[src/rtl/bus_mon_pkg.sv]
// Shared types and helpers for the bus trap monitor.
package bus_mon_pkg;

    // Monitor life cycle: arming window, live run, then one of two terminal states.
    typedef enum logic [1:0] {
        ST_ARM = 2'd0,
        ST_RUN = 2'd1,
        ST_HIT = 2'd2,
        ST_TMO = 2'd3
    } mon_state_t;

    // Width of an index into n entries; never narrower than one bit.
    function automatic int idx_w(input int n);
        return (n > 1) ? $clog2(n) : 1;
    endfunction

endpackage

[src/rtl/trap_match.sv]
// Combinational comparison of the current bus access against every trap entry.
// Reports whether any trap matched, the lowest matching index, and whether that
// trap watches writes (1) or reads (0).
module trap_match #(
    parameter int                  AW            = 21,
    parameter int                  NTRAP         = 2,
    parameter int                  IW            = 1,
    parameter logic [NTRAP*AW-1:0] TRAP_ADDR     = '0,
    parameter logic [NTRAP-1:0]    TRAP_ON_WRITE = '0
)(
    input  logic [AW-1:0] addr,
    input  logic          re,
    input  logic          we,
    output logic          hit,
    output logic [IW-1:0] hit_idx,
    output logic          hit_is_write
);

    logic [NTRAP-1:0] match_vec;

    // One comparator per entry; each watches the strobe its entry was built for.
    for (genvar gi = 0; gi < NTRAP; gi++) begin : g_cmp
        assign match_vec[gi] = (addr == TRAP_ADDR[gi*AW +: AW]) &&
                               (TRAP_ON_WRITE[gi] ? we : re);
    end

    // Priority pick: scanning downwards leaves the lowest matching index in place.
    always_comb begin
        hit          = 1'b0;
        hit_idx      = '0;
        hit_is_write = 1'b0;
        for (int i = NTRAP - 1; i >= 0; i--) begin
            if (match_vec[i]) begin
                hit          = 1'b1;
                hit_idx      = IW'(i);
                hit_is_write = TRAP_ON_WRITE[i];
            end
        end
    end

endmodule

[src/rtl/bus_trap_monitor.sv]
// Bus trap monitor: after a short arming window, watches CPU bus accesses,
// counts cycles and accesses, and halts on the first trap hit or on the
// run-cycle limit. Every output comes straight from a register.
module bus_trap_monitor
    import bus_mon_pkg::*;
#(
    parameter int                  AW            = 21,
    parameter int                  DW            = 8,
    parameter int                  NTRAP         = 2,
    // Entry 0 is 21'h0_beef, entry 1 is 21'h0_dead.
    parameter logic [NTRAP*AW-1:0] TRAP_ADDR     = {21'h0_dead, 21'h0_beef},
    parameter logic [NTRAP-1:0]    TRAP_ON_WRITE = 2'b00,
    parameter int                  CW            = 32,
    parameter int                  TIMEOUT       = 0,
    parameter int                  ARM_DELAY     = 2
)(
    input  logic                       clk,
    input  logic                       reset,
    input  logic [AW-1:0]              addr,
    input  logic                       re,
    input  logic                       we,
    input  logic [DW-1:0]              dIn,
    input  logic [DW-1:0]              dOut,
    output logic                       done,
    output logic                       timeout,
    output logic                       halt_req,
    output logic [idx_w(NTRAP)-1:0]    trap_idx,
    output logic [DW-1:0]              trap_data,
    output logic [CW-1:0]              cycle_cnt,
    output logic [CW-1:0]              rd_cnt,
    output logic [CW-1:0]              wr_cnt,
    output logic                       proto_err
);

    localparam int IW       = idx_w(NTRAP);
    // The arming window is always at least one cycle long, even with ARM_DELAY=0.
    localparam int ARM_CW   = (ARM_DELAY > 1) ? $clog2(ARM_DELAY) : 1;
    localparam int ARM_LAST = (ARM_DELAY > 0) ? ARM_DELAY - 1 : 0;
    localparam bit TMO_EN   = (TIMEOUT != 0);
    localparam logic [CW-1:0] TMO_LAST = CW'(TIMEOUT - 1);

    mon_state_t        state_reg, state_next;
    logic [ARM_CW-1:0] arm_cnt_reg, arm_cnt_next;
    logic              done_reg, done_next;
    logic              timeout_reg, timeout_next;
    logic              halt_reg, halt_next;
    logic              perr_reg, perr_next;
    logic [IW-1:0]     idx_reg, idx_next;
    logic [DW-1:0]     data_reg, data_next;
    logic [CW-1:0]     cyc_reg, cyc_next;
    logic [CW-1:0]     rd_reg, rd_next;
    logic [CW-1:0]     wr_reg, wr_next;

    logic              hit;
    logic [IW-1:0]     hit_idx;
    logic              hit_is_write;

    // Counters stick at all-ones rather than wrapping.
    function automatic logic [CW-1:0] sat_inc(input logic [CW-1:0] v);
        return (v == '1) ? v : v + CW'(1);
    endfunction

    trap_match #(
        .AW            (AW),
        .NTRAP         (NTRAP),
        .IW            (IW),
        .TRAP_ADDR     (TRAP_ADDR),
        .TRAP_ON_WRITE (TRAP_ON_WRITE)
    ) u_trap_match (
        .addr          (addr),
        .re            (re),
        .we            (we),
        .hit           (hit),
        .hit_idx       (hit_idx),
        .hit_is_write  (hit_is_write)
    );

    // Next-state and next-output logic; everything holds unless a rule moves it.
    always_comb begin
        state_next   = state_reg;
        arm_cnt_next = arm_cnt_reg;
        done_next    = done_reg;
        timeout_next = timeout_reg;
        halt_next    = halt_reg;
        perr_next    = perr_reg;
        idx_next     = idx_reg;
        data_next    = data_reg;
        cyc_next     = cyc_reg;
        rd_next      = rd_reg;
        wr_next      = wr_reg;

        case (state_reg)
            ST_ARM: begin
                if (arm_cnt_reg == ARM_CW'(ARM_LAST)) begin
                    state_next = ST_RUN;
                end else begin
                    arm_cnt_next = arm_cnt_reg + ARM_CW'(1);
                end
            end
            ST_RUN: begin
                cyc_next = sat_inc(cyc_reg);
                if (re) rd_next = sat_inc(rd_reg);
                if (we) wr_next = sat_inc(wr_reg);
                // A trap hit takes precedence over the run limit in the same cycle.
                if (hit) begin
                    state_next = ST_HIT;
                    done_next  = 1'b1;
                    halt_next  = 1'b1;
                    idx_next   = hit_idx;
                    data_next  = hit_is_write ? dIn : dOut;
                end else if (TMO_EN && (cyc_reg == TMO_LAST)) begin
                    state_next   = ST_TMO;
                    timeout_next = 1'b1;
                    halt_next    = 1'b1;
                end
            end
            default: begin
                // HIT and TMO are terminal: everything stays frozen.
            end
        endcase

        // Simultaneous strobes are a protocol error once arming is over.
        if ((state_reg != ST_ARM) && re && we) begin
            perr_next = 1'b1;
        end
    end

    // State and output registers with synchronous reset.
    always_ff @(posedge clk) begin
        if (reset) begin
            state_reg   <= ST_ARM;
            arm_cnt_reg <= '0;
            done_reg    <= 1'b0;
            timeout_reg <= 1'b0;
            halt_reg    <= 1'b0;
            perr_reg    <= 1'b0;
            idx_reg     <= '0;
            data_reg    <= '0;
            cyc_reg     <= '0;
            rd_reg      <= '0;
            wr_reg      <= '0;
        end else begin
            state_reg   <= state_next;
            arm_cnt_reg <= arm_cnt_next;
            done_reg    <= done_next;
            timeout_reg <= timeout_next;
            halt_reg    <= halt_next;
            perr_reg    <= perr_next;
            idx_reg     <= idx_next;
            data_reg    <= data_next;
            cyc_reg     <= cyc_next;
            rd_reg      <= rd_next;
            wr_reg      <= wr_next;
        end
    end

    assign done      = done_reg;
    assign timeout   = timeout_reg;
    assign halt_req  = halt_reg;
    assign proto_err = perr_reg;
    assign trap_idx  = idx_reg;
    assign trap_data = data_reg;
    assign cycle_cnt = cyc_reg;
    assign rd_cnt    = rd_reg;
    assign wr_cnt    = wr_reg;

endmodule
[config.mk]
export PLATFORM = sky130hd
export DESIGN_NAME = bus_trap_monitor
export DESIGN_NICKNAME = d
export VERILOG_FILES = /design/src/rtl/bus_mon_pkg.sv /design/src/rtl/trap_match.sv /design/src/rtl/bus_trap_monitor.sv
export SDC_FILE = /design/constraint.sdc
export NUM_CORES = 1
export LEC_CHECK = 0
export BUFFER_PORTS_ARGS = -buffer_cell sky130_fd_sc_hd__buf_4
export CELL_PAD_IN_SITES_DETAIL_PLACEMENT = 1
export CELL_PAD_IN_SITES_GLOBAL_PLACEMENT = 2
export CORE_UTILIZATION = 27
export CTS_CLUSTER_SIZE = 12
export DETAILED_ROUTE_END_ITERATION = 8
export HOLD_SLACK_MARGIN = 0.02
export PLACE_DENSITY_LB_ADDON = 0.1
export SLEW_MARGIN = 30
export SYNTH_ARGS = -nofsm -noshare
export SYNTH_HDL_FRONTEND = slang
export SYNTH_SLANG_ARGS = --single-unit
[constraint.sdc]
create_clock -name clk -period 1.85 [get_ports clk]
set_input_delay 0.37 -clock clk [delete_from_list [all_inputs] [get_ports clk]]
set_output_delay 0.37 -clock clk [all_outputs]
set_load 0.005 [all_outputs]
==> results of run 1 <==
-- power by group through the flow --
stage | Combinational, uW | Sequential, uW | Clock (uW)
2_1_floorplan | 92.0 | 2450 | 0
3_3_place_gp | 229 | 2440 | 0
3_5_place_dp | 237 | 2440 | 0
4_1_cts | 245 | 2390 | 2010
5_1_grt | 267 | 2390 | 2110
6_report | 245 | 2390 | 1940
-- cells in the mapped netlist (all sizes together) (11+ instances only) --
library cell | instances | area share
dfxtp | 110 | 0.40
a21oi | 73 | 0.066
nor2 | 47 | 0.032
o21ai | 37 | 0.034
nand2 | 36 | 0.024
nand3 | 35 | 0.032
or3 | 35 | 0.039
or4 | 33 | 0.045
o31ai | 32 | 0.047
nand4 | 29 | 0.035
clkbuf | 25 | 0.017
and4 | 15 | 0.024
nor2b | 15 | 0.017
inv | 14 | 0.0094
mux2 | 13 | 0.026
and3 | 12 | 0.013
buf | 11 | 0.013
-- per-stage QoR --
stage          setup slack, ns  hold slack, ns  power (uW)
2_1_floorplan         -0.04853          0.4319        2539
3_3_place_gp          -0.05345          0.4456        2670
3_5_place_dp           -0.1412          0.4500        2679
4_1_cts               -0.03402          0.2384        4641
5_1_grt               -0.08345          0.2562        4768
6_report              -0.03677          0.2456        4575
-- what timing repair did --
item,4_1_cts,5_1_grt
setup buffers,2,12
hold buffers,0,0
pin swaps,10,40
resized for setup,33,78
hold endpoints to repair,0,0
cloned,2,1
endpoints found under the setup margin,52,63
-- cells by family after synthesis --
logic type	count (synthesis)	synth area share
mux	23	0.04429
simple gates	305	0.3276
compound gates	161	0.1736
buf+inv	50	0.03889
other cells	1	0.0006738
fa+ha+maj	3	0.006745
xor+xnor	8	0.01259
flops	110	0.3957
-- worst min-delay path, stage by stage --
cell     delay [ns]
buf_4          0.08
mux2i_1        0.05
nor2_1         0.07
-- layout make-up --
class / count / area [um^2] / area share
inverter: 14 / 52.55 / 0.005882
sequential: 110 / 2258 / 0.2528
clock inverter: 2 / 16.27 / 0.001821
multi-input combinational: 502 / 3530 / 0.3951
timing repair buffer: 312 / 2469 / 0.2763
clock buffer: 13 / 270.3 / 0.03025
tap: 270 / 337.8 / 0.03782
-- metal layers --
layer | wire [um] | vias to the layer above
li1 | - | 3071
met1 | 8879 | 3099
met3 | 593 | 15
met5 | 0 | -
met2 | 10240 | 92
met4 | 274 | 0
-- worst paths after layout --
path / cells after the start / slack [ns] / start / endpoint
max: 7 / -0.04 / rd_cnt[22] / rd_cnt[3]
min: 3 / 0.25 / dOut[7] / trap_data[7]
max reg2reg: 7 / -0.04 / rd_cnt[22] / rd_cnt[3]
min reg2reg: 2 / 0.46 / proto_err / proto_err
==> impl_metrics.tcl, run 1 <==
set metrics [dict create \
    mostFrequentLayoutCells "296 x buf_4, 69 x dfxtp_1, 60 x a21oi_1" \
    yosys_register_bits 110 \
    cp_cell_sequence "nand4_1 -> buf_4 -> or4_4 -> o31ai_4 -> buf_12 -> xor2_1 -> nor2_1" \
    setup_tns_ns -0.08149 \
    p_per_area_nw_per_um2 512.1 \
    final_layout_size_suffix_gt1_frac 0.4785 \
    insertion_delay_ns 0.36 \
    cp_slowest_cell "or4_4" \
    fin_nets 993 \
    layout_commonest_cell "buf_4" \
    cts_buffer_depth 2 \
    syn-cell-area_um2 5565 \
    numCtsBuffers 9 \
    seqPwrFrac 0.522 \
    num_io_pins 150 \
    min_period_ns 1.887 \
    wl_per_cell_um 16.34 \
    fillers 2390 \
    synth_cells 661 \
    dr.pass1.iters 5 \
    slew_violations 0 \
    grt_util_met1 0.2229 \
    grt_overflow 0 \
    busiest_layer "met2" \
    grt_pass1_vias 6624 \
    post-route-worst-setup-slack_ns -0.03677 \
    clk_pin_slew_ns 0.08 \
    end_kind "register" \
    grt_antenna_before_repair 0 \
    initial_utilization 0.2750 \
    num_vias 6277 \
    worstPathRequired_ns 2.09 \
    dp_hpwl_um 14500 \
    die_height_um 145.6 \
    synth_edf_count 0 \
    ys_seq_area_frac 0.3957 \
    finalInstanceArea_um2 8934 \
    synth_fp_nets 705 \
    drc 0 \
    yosys_most_used_dff "dfxtp_1" \
    h-tree-depth 3 \
    numPortBuffers 140 \
    cp_top_family "simple AND/OR/NAND/NOR gates" \
    fmax_mhz 530.0 \
    grt_pass1_wl_um 32550 \
    drt_iter0_markers 183 \
    clk_root_buffer_cell "clkbuf_16" \
    cts_tree "yes" \
    status "complete, but fails checks" \
    p_comb_frac 0.054 \
    avgSynthCellArea_um2 8.420 \
    critPathKind "register to register" \
    dpl-instance-area_um2 8080 \
    switching_power_uw 1055 \
    grt.total_usage 0.1867 \
    async_reset_ff_frac 0 \
    postLayoutCoreUtil 0.4415 \
    met3_usage 0.02727 \
    cp-start-kind "register" \
    instances_no_fill 1223 \
    ir_drop_uv 382.7 \
    crit_buf_inv 2 \
    die_width_um 145.6 \
    place_inst 1191 \
    cts.sinks 110 \
    detail-route-antenna-nets 0 \
    max_cap_viol_count 0 \
    cp_max_fo 13 \
    swShare 0.2306 \
    internal_power_uw 3520 \
    hold_viol_final 0 \
    antenna_cells 0 \
    skew_ns 0.009739 \
    synth_cell_types 59 \
    use_met2 0.3404 \
    fp.coreArea_um2 20230 \
    arrival_ns 2.13 \
    floorplan.die_area_um2 21190 \
    final.period_utilization 1.020 \
    violations "negative setup slack" \
    fp-row-count 52 \
    wl_um 19980 \
    area_growth_pct 60.52 \
    yosysWarnings 0 \
    grt_max_degree 58 \
    gp_congestion 0.7545 \
    min_path_type "input port to register" \
    cpPeakStageDelay_ns 0.57 \
    rsz0062_at_grt "true" \
    avgViaCountPerCell 5.132 \
    finalSetupViolCount 7 \
    power.share.clock 0.425 \
    p_leak_uw 0.003680 \
]
Note: power is estimated with default switching activity, not from simulation.
==> inputs of run 2 (changes only) <==
--- a/config.mk
+++ b/config.mk
@@ -9,10 +9,13 @@
 export CELL_PAD_IN_SITES_DETAIL_PLACEMENT = 1
 export CELL_PAD_IN_SITES_GLOBAL_PLACEMENT = 2
 export CORE_UTILIZATION = 27
+export CTS_BUF_LIST = sky130_fd_sc_hd__clkbuf_8 sky130_fd_sc_hd__clkbuf_16
 export CTS_CLUSTER_SIZE = 12
 export DETAILED_ROUTE_END_ITERATION = 8
 export HOLD_SLACK_MARGIN = 0.02
 export PLACE_DENSITY_LB_ADDON = 0.1
+export RECOVER_POWER = 100
+export SKIP_CTS_REPAIR_TIMING = 1
 export SLEW_MARGIN = 30
 export SYNTH_ARGS = -nofsm -noshare
 export SYNTH_HDL_FRONTEND = slang
==> impl_metrics.tcl, run 2 (synthesis gave the netlist of run 1 again) <==
set metrics [dict create \
    fp.coreArea_um2 20230 \
    min_period_ns 1.896 \
    dp_slack_ns -0.1412 \
    rsz0062_at_grt "true" \
    worstPathRequired_ns 2.10 \
    die_height_um 145.6 \
    r2r_slack_ns -0.05 \
    finalSetupViolCount 14 \
    dr.pass1.iters 4 \
    rr_worst_depth 7 \
    numPortBuffers 140 \
    status "complete, but fails checks" \
    floorplan.die_area_um2 21190 \
    fp-row-count 52 \
    initial_utilization 0.2750 \
    grt_max_degree 58 \
    slew_violations 0 \
    post-route-worst-setup-slack_ns -0.04569 \
    fillers 2368 \
    grt.total_usage 0.1828 \
    cts.sinks 110 \
    place_inst 1191 \
    p_per_area_nw_per_um2 505.6 \
    grt_pass1_wl_um 31910 \
    final_layout_size_suffix_gt1_frac 0.4854 \
    power_uw 4573 \
    tightest_slew_ns 0.9103 \
    final.period_utilization 1.025 \
    area_growth_pct 62.52 \
    fin_nets 1000 \
    avgViaCountPerCell 5.093 \
    num_io_pins 150 \
    mostFrequentLayoutCells "299 x buf_4, 77 x dfxtp_1, 56 x a21oi_1" \
    drt_iter0_markers 181 \
    skew_ns 0.01103 \
    min_path_type "input port to register" \
    multiInputGateArea_um2 3557 \
    p_leak_uw 0.003707 \
    setup_tns_ns -0.2809 \
    violations "negative setup slack" \
    cp-start-kind "register" \
    seq_area_um2 2248 \
    h-tree-depth 3 \
    fmax_mhz 527.5 \
    detail-route-antenna-nets 0 \
    insertion_delay_ns 0.36 \
    cts_tree "yes" \
    grt_overflow 0 \
    max_cap_viol_count 0 \
    die_width_um 145.6 \
    layout_commonest_cell "buf_4" \
    wl_um 20270 \
    gp_congestion 0.7545 \
    instances_no_fill 1230 \
    arrival_ns 2.14 \
    min-delay-start "dOut[7]" \
    clk_pin_slew_ns 0.08 \
    regToRegStartpoint "wr_cnt[21]" \
    r2r-end "wr_cnt[28]" \
    drc 0 \
    cp_max_fo 7 \
    clk_root_buffer_cell "clkbuf_16" \
    min_to "trap_data[7]" \
    end_kind "register" \
    num_vias 6264 \
    critPathKind "register to register" \
    numCtsBuffers 9 \
    dp_hpwl_um 14500 \
    ir_drop_uv 380.5 \
    slew_headroom 0.3931 \
    wl_per_cell_um 16.48 \
    hold_viol_final 0 \
    antenna_cells 0 \
    grt_antenna_before_repair 0 \
    grt_pass1_vias 6535 \
    whs_path_depth 3 \
    cts_buffer_depth 2 \
]
-- run 2: cell type report --
class                   count  area share
clock buffers              12     0.02946
repair buffers            320      0.2833
flip-flops and latches    110      0.2486
well taps                 270     0.03735
clock inverters             3    0.002213
multi-input cells         501      0.3933
inverters                  14    0.005810
-- run 2: critical path, stage by stage, from the launching register on --
cell and delay [ns]:
dfxtp_2 0.34, and4_4 0.26, nand4_4 0.15, buf_6 0.16, o31ai_4 0.37, buf_12 0.18, nor4_4 0.05, mux2_2 0.27
-- run 2: worst max path at each step --
| stage | startpoint | to | slack (ns) | cells past startpoint |
|---|---|---|---|---|
| 4_1_cts | state_reg[1] | rd_cnt[18] | -0.15 | 6 |
| 6_report | wr_cnt[21] | wr_cnt[28] | -0.05 | 7 |
| 3_5_place_dp | state_reg[1] | rd_cnt[18] | -0.14 | 6 |
| 2_1_floorplan | rd_cnt[0] | rd_cnt[10] | -0.05 | 6 |
| 3_3_place_gp | state_reg[1] | wr_cnt[28] | -0.05 | 5 |
| 5_1_grt | wr_cnt[21] | wr_cnt[18] | -0.12 | 8 |
-- run 2: routing by layer --
layer	share of wire	track usage
met1	0.44	0.2186
met2	0.52	0.3332
met3	0.024	0.02727
met4	0.013	0.06000
met5	0	0
-- run 2: per-stage QoR --
stage | util | hold slack [ns] | instance area [um^2]
after floorplan | - | 0.4319 | 5629
after global placement | 0.3993 | 0.4456 | 8080
after detailed placement | 0.3993 | 0.4500 | 8080
after CTS | 0.4135 | 0.2383 | 8367
after global routing | 0.4470 | 0.2572 | 9045
final | 0.4470 | 0.2484 | 9045
-- run 2: report_power, final --
part           total (uW)  internal, uW  switching [uW]
combinational         245           119             126
clock                1940          1020             924
sequential           2390          2380            9.12
total                4570          3510            1060
==> inputs of run 3 (changes only) <==
--- a/config.mk
+++ b/config.mk
@@ -8,11 +8,10 @@
 export BUFFER_PORTS_ARGS = -buffer_cell sky130_fd_sc_hd__buf_4
 export CELL_PAD_IN_SITES_DETAIL_PLACEMENT = 1
 export CELL_PAD_IN_SITES_GLOBAL_PLACEMENT = 2
-export CORE_UTILIZATION = 27
-export CTS_BUF_LIST = sky130_fd_sc_hd__clkbuf_8 sky130_fd_sc_hd__clkbuf_16
+export CORE_UTILIZATION = 28
+export CTS_BUF_LIST = sky130_fd_sc_hd__clkbuf_4
 export CTS_CLUSTER_SIZE = 12
 export DETAILED_ROUTE_END_ITERATION = 8
-export HOLD_SLACK_MARGIN = 0.02
 export PLACE_DENSITY_LB_ADDON = 0.1
 export RECOVER_POWER = 100
 export SKIP_CTS_REPAIR_TIMING = 1
==> impl_metrics.tcl, run 3 (synthesis gave the netlist of run 1 again) <==
set metrics [dict create \
    hold_viol_final 0 \
    final.period_utilization 1.053 \
    finalSetupViolCount 28 \
    detail-route-antenna-nets 0 \
    instances_no_fill 1225 \
    final_layout_size_suffix_gt1_frac 0.5089 \
    cts_tree "yes" \
    met2_length_um 10020 \
    die_width_um 143.0 \
    slew_violations 0 \
    whs_path_depth 3 \
    min_period_ns 1.948 \
    skew_ns 0.03634 \
    initial_utilization 0.2860 \
    min-delay-start "dOut[7]" \
    grt_pass1_vias 6358 \
    cp_cell_sequence "nand4_1 -> buf_4 -> nor4_2 -> a21oi_2 -> buf_4 -> nand4_1 -> mux2_2" \
    min_to "trap_data[7]" \
    avgViaCountPerCell 5.113 \
    end_kind "register" \
    p_per_area_nw_per_um2 441.5 \
    tightest_slew_ns 0.6007 \
    fp-row-count 51 \
    fp.coreArea_um2 19460 \
    r2r_slack_ns -0.1 \
    highest_layer "met4" \
    grt_antenna_before_repair 1 \
    p_leak_uw 0.003616 \
    cp_slowest_cell "dfxtp_2" \
    rr_worst_depth 7 \
    numPortBuffers 140 \
    clk_pin_slew_ns 0.20 \
    die_height_um 143.0 \
    cts.sinks 110 \
    critPathKind "register to register" \
    num_io_pins 150 \
    max_cap_viol_count 0 \
    layout_commonest_cell "buf_4" \
    grt_max_degree 27 \
    dr.pass1.iters 4 \
    violations "negative setup slack" \
    cpPeakStageDelay_ns 0.38 \
    setup_tns_ns -1.190 \
    regToRegStartpoint "rd_cnt[19]" \
    h-tree-depth 3 \
    r2r-end "rd_cnt[6]" \
    met1Wirelength_um 8870 \
    slew_headroom 0.5995 \
    num_vias 6263 \
    grt_pass1_wl_um 30530 \
    area_growth_pct 60.81 \
    worstPathRequired_ns 2.23 \
    dr_wl_met3_um 794 \
    grt_overflow 0 \
    cts_buffer_depth 2 \
    mostFrequentLayoutCells "285 x buf_4, 61 x dfxtp_1, 52 x a21oi_1" \
    clk_root_buffer_cell "clkbuf_4" \
    min_path_type "input port to register" \
    drt_iter0_markers 133 \
    drc 0 \
    status "complete, but fails checks" \
    fin_nets 998 \
    cp_max_fo 5 \
    arrival_ns 2.32 \
    floorplan.die_area_um2 20440 \
    cp-start-kind "register" \
    place_inst 1184 \
    wl_um 20000 \
    dp_hpwl_um 14680 \
    numCtsBuffers 9 \
    post-route-worst-setup-slack_ns -0.09798 \
    gp_congestion 0.7781 \
    wl_per_cell_um 16.33 \
    fmax_mhz 513.4 \
    ir_drop_uv 283.1 \
    rsz0062_at_grt "true" \
    insertion_delay_ns 0.50 \
    grt.total_usage 0.1867 \
]
[run 3: cell count changes in the layout (fill, tap and decap cells not counted), sizes merged]
| cell | delta |
|---|---|
| buf | -10 |
| clkbuf | +8 |
| bufinv | +1 |
| clkinv | +1 |
| diode | +1 |
| inv | -1 |
[run 3: cell type report]
cell class | instances | area [um^2]
multi-input combinational | 501 | 3611
clock buffer | 12 | 90.09
tap | 265 | 331.6
sequential | 110 | 2271
antenna | 1 | 2.502
clock inverter | 4 | 47.55
fill | 2281 | 10510
timing repair buffer | 318 | 2544
inverter | 14 | 52.55
[run 3: worst max-delay path, delay by kind of cell (launching register included)]
| family | cells | cell delay, ns |
|---|---|---|
| AND/OR/NAND/NOR | 3 | 0.58 |
| AO/OA/AOI/OAI | 1 | 0.12 |
| flip-flops | 1 | 0.38 |
| buffers and inverters | 2 | 0.40 |
| multiplexers | 1 | 0.33 |
[run 3: worst max-delay path by stage]
stage / startpoint / end / depth (start not counted)
2_1_floorplan: rd_cnt[0] / rd_cnt[10] / 6
3_3_place_gp: state_reg[1] / rd_cnt[18] / 6
3_5_place_dp: cycle_cnt[1] / cycle_cnt[24] / 6
4_1_cts: cycle_cnt[1] / cycle_cnt[30] / 5
5_1_grt: rd_cnt[19] / rd_cnt[6] / 7
6_report: rd_cnt[19] / rd_cnt[6] / 7
[run 3: per-stage QoR]
stage / instance area [um^2] / total power (uW) / hold WS (ns) / setup WS, ns / utilization
final: 8950 / 3951 / 0.1168 / -0.09798 / 0.4599
after global routing: 8950 / 4138 / 0.07998 / -0.1859 / 0.4599
after CTS: 8222 / 4005 / 0.06990 / -0.1719 / 0.4224
after detailed placement: 8084 / 2692 / 0.4473 / -0.1297 / 0.4154
after global placement: 8084 / 2683 / 0.4400 / -0.1180 / 0.4154
after floorplan: 5629 / 2539 / 0.4319 / -0.04853 / -
[run 3: metal layers]
metal / track usage / vias to the layer above
li1: - / 3082
met1: 0.2240 / 3048
met2: 0.3330 / 113
met4: 0.06621 / 0
met5: 0 / -
met3: 0.03119 / 20
[run 3: where the power goes]
group | internal [uW] | total (uW) | switching, uW
Combinational | 140 | 271 | 131
Sequential | 2380 | 2390 | 10.6
Clock | 455 | 1290 | 834
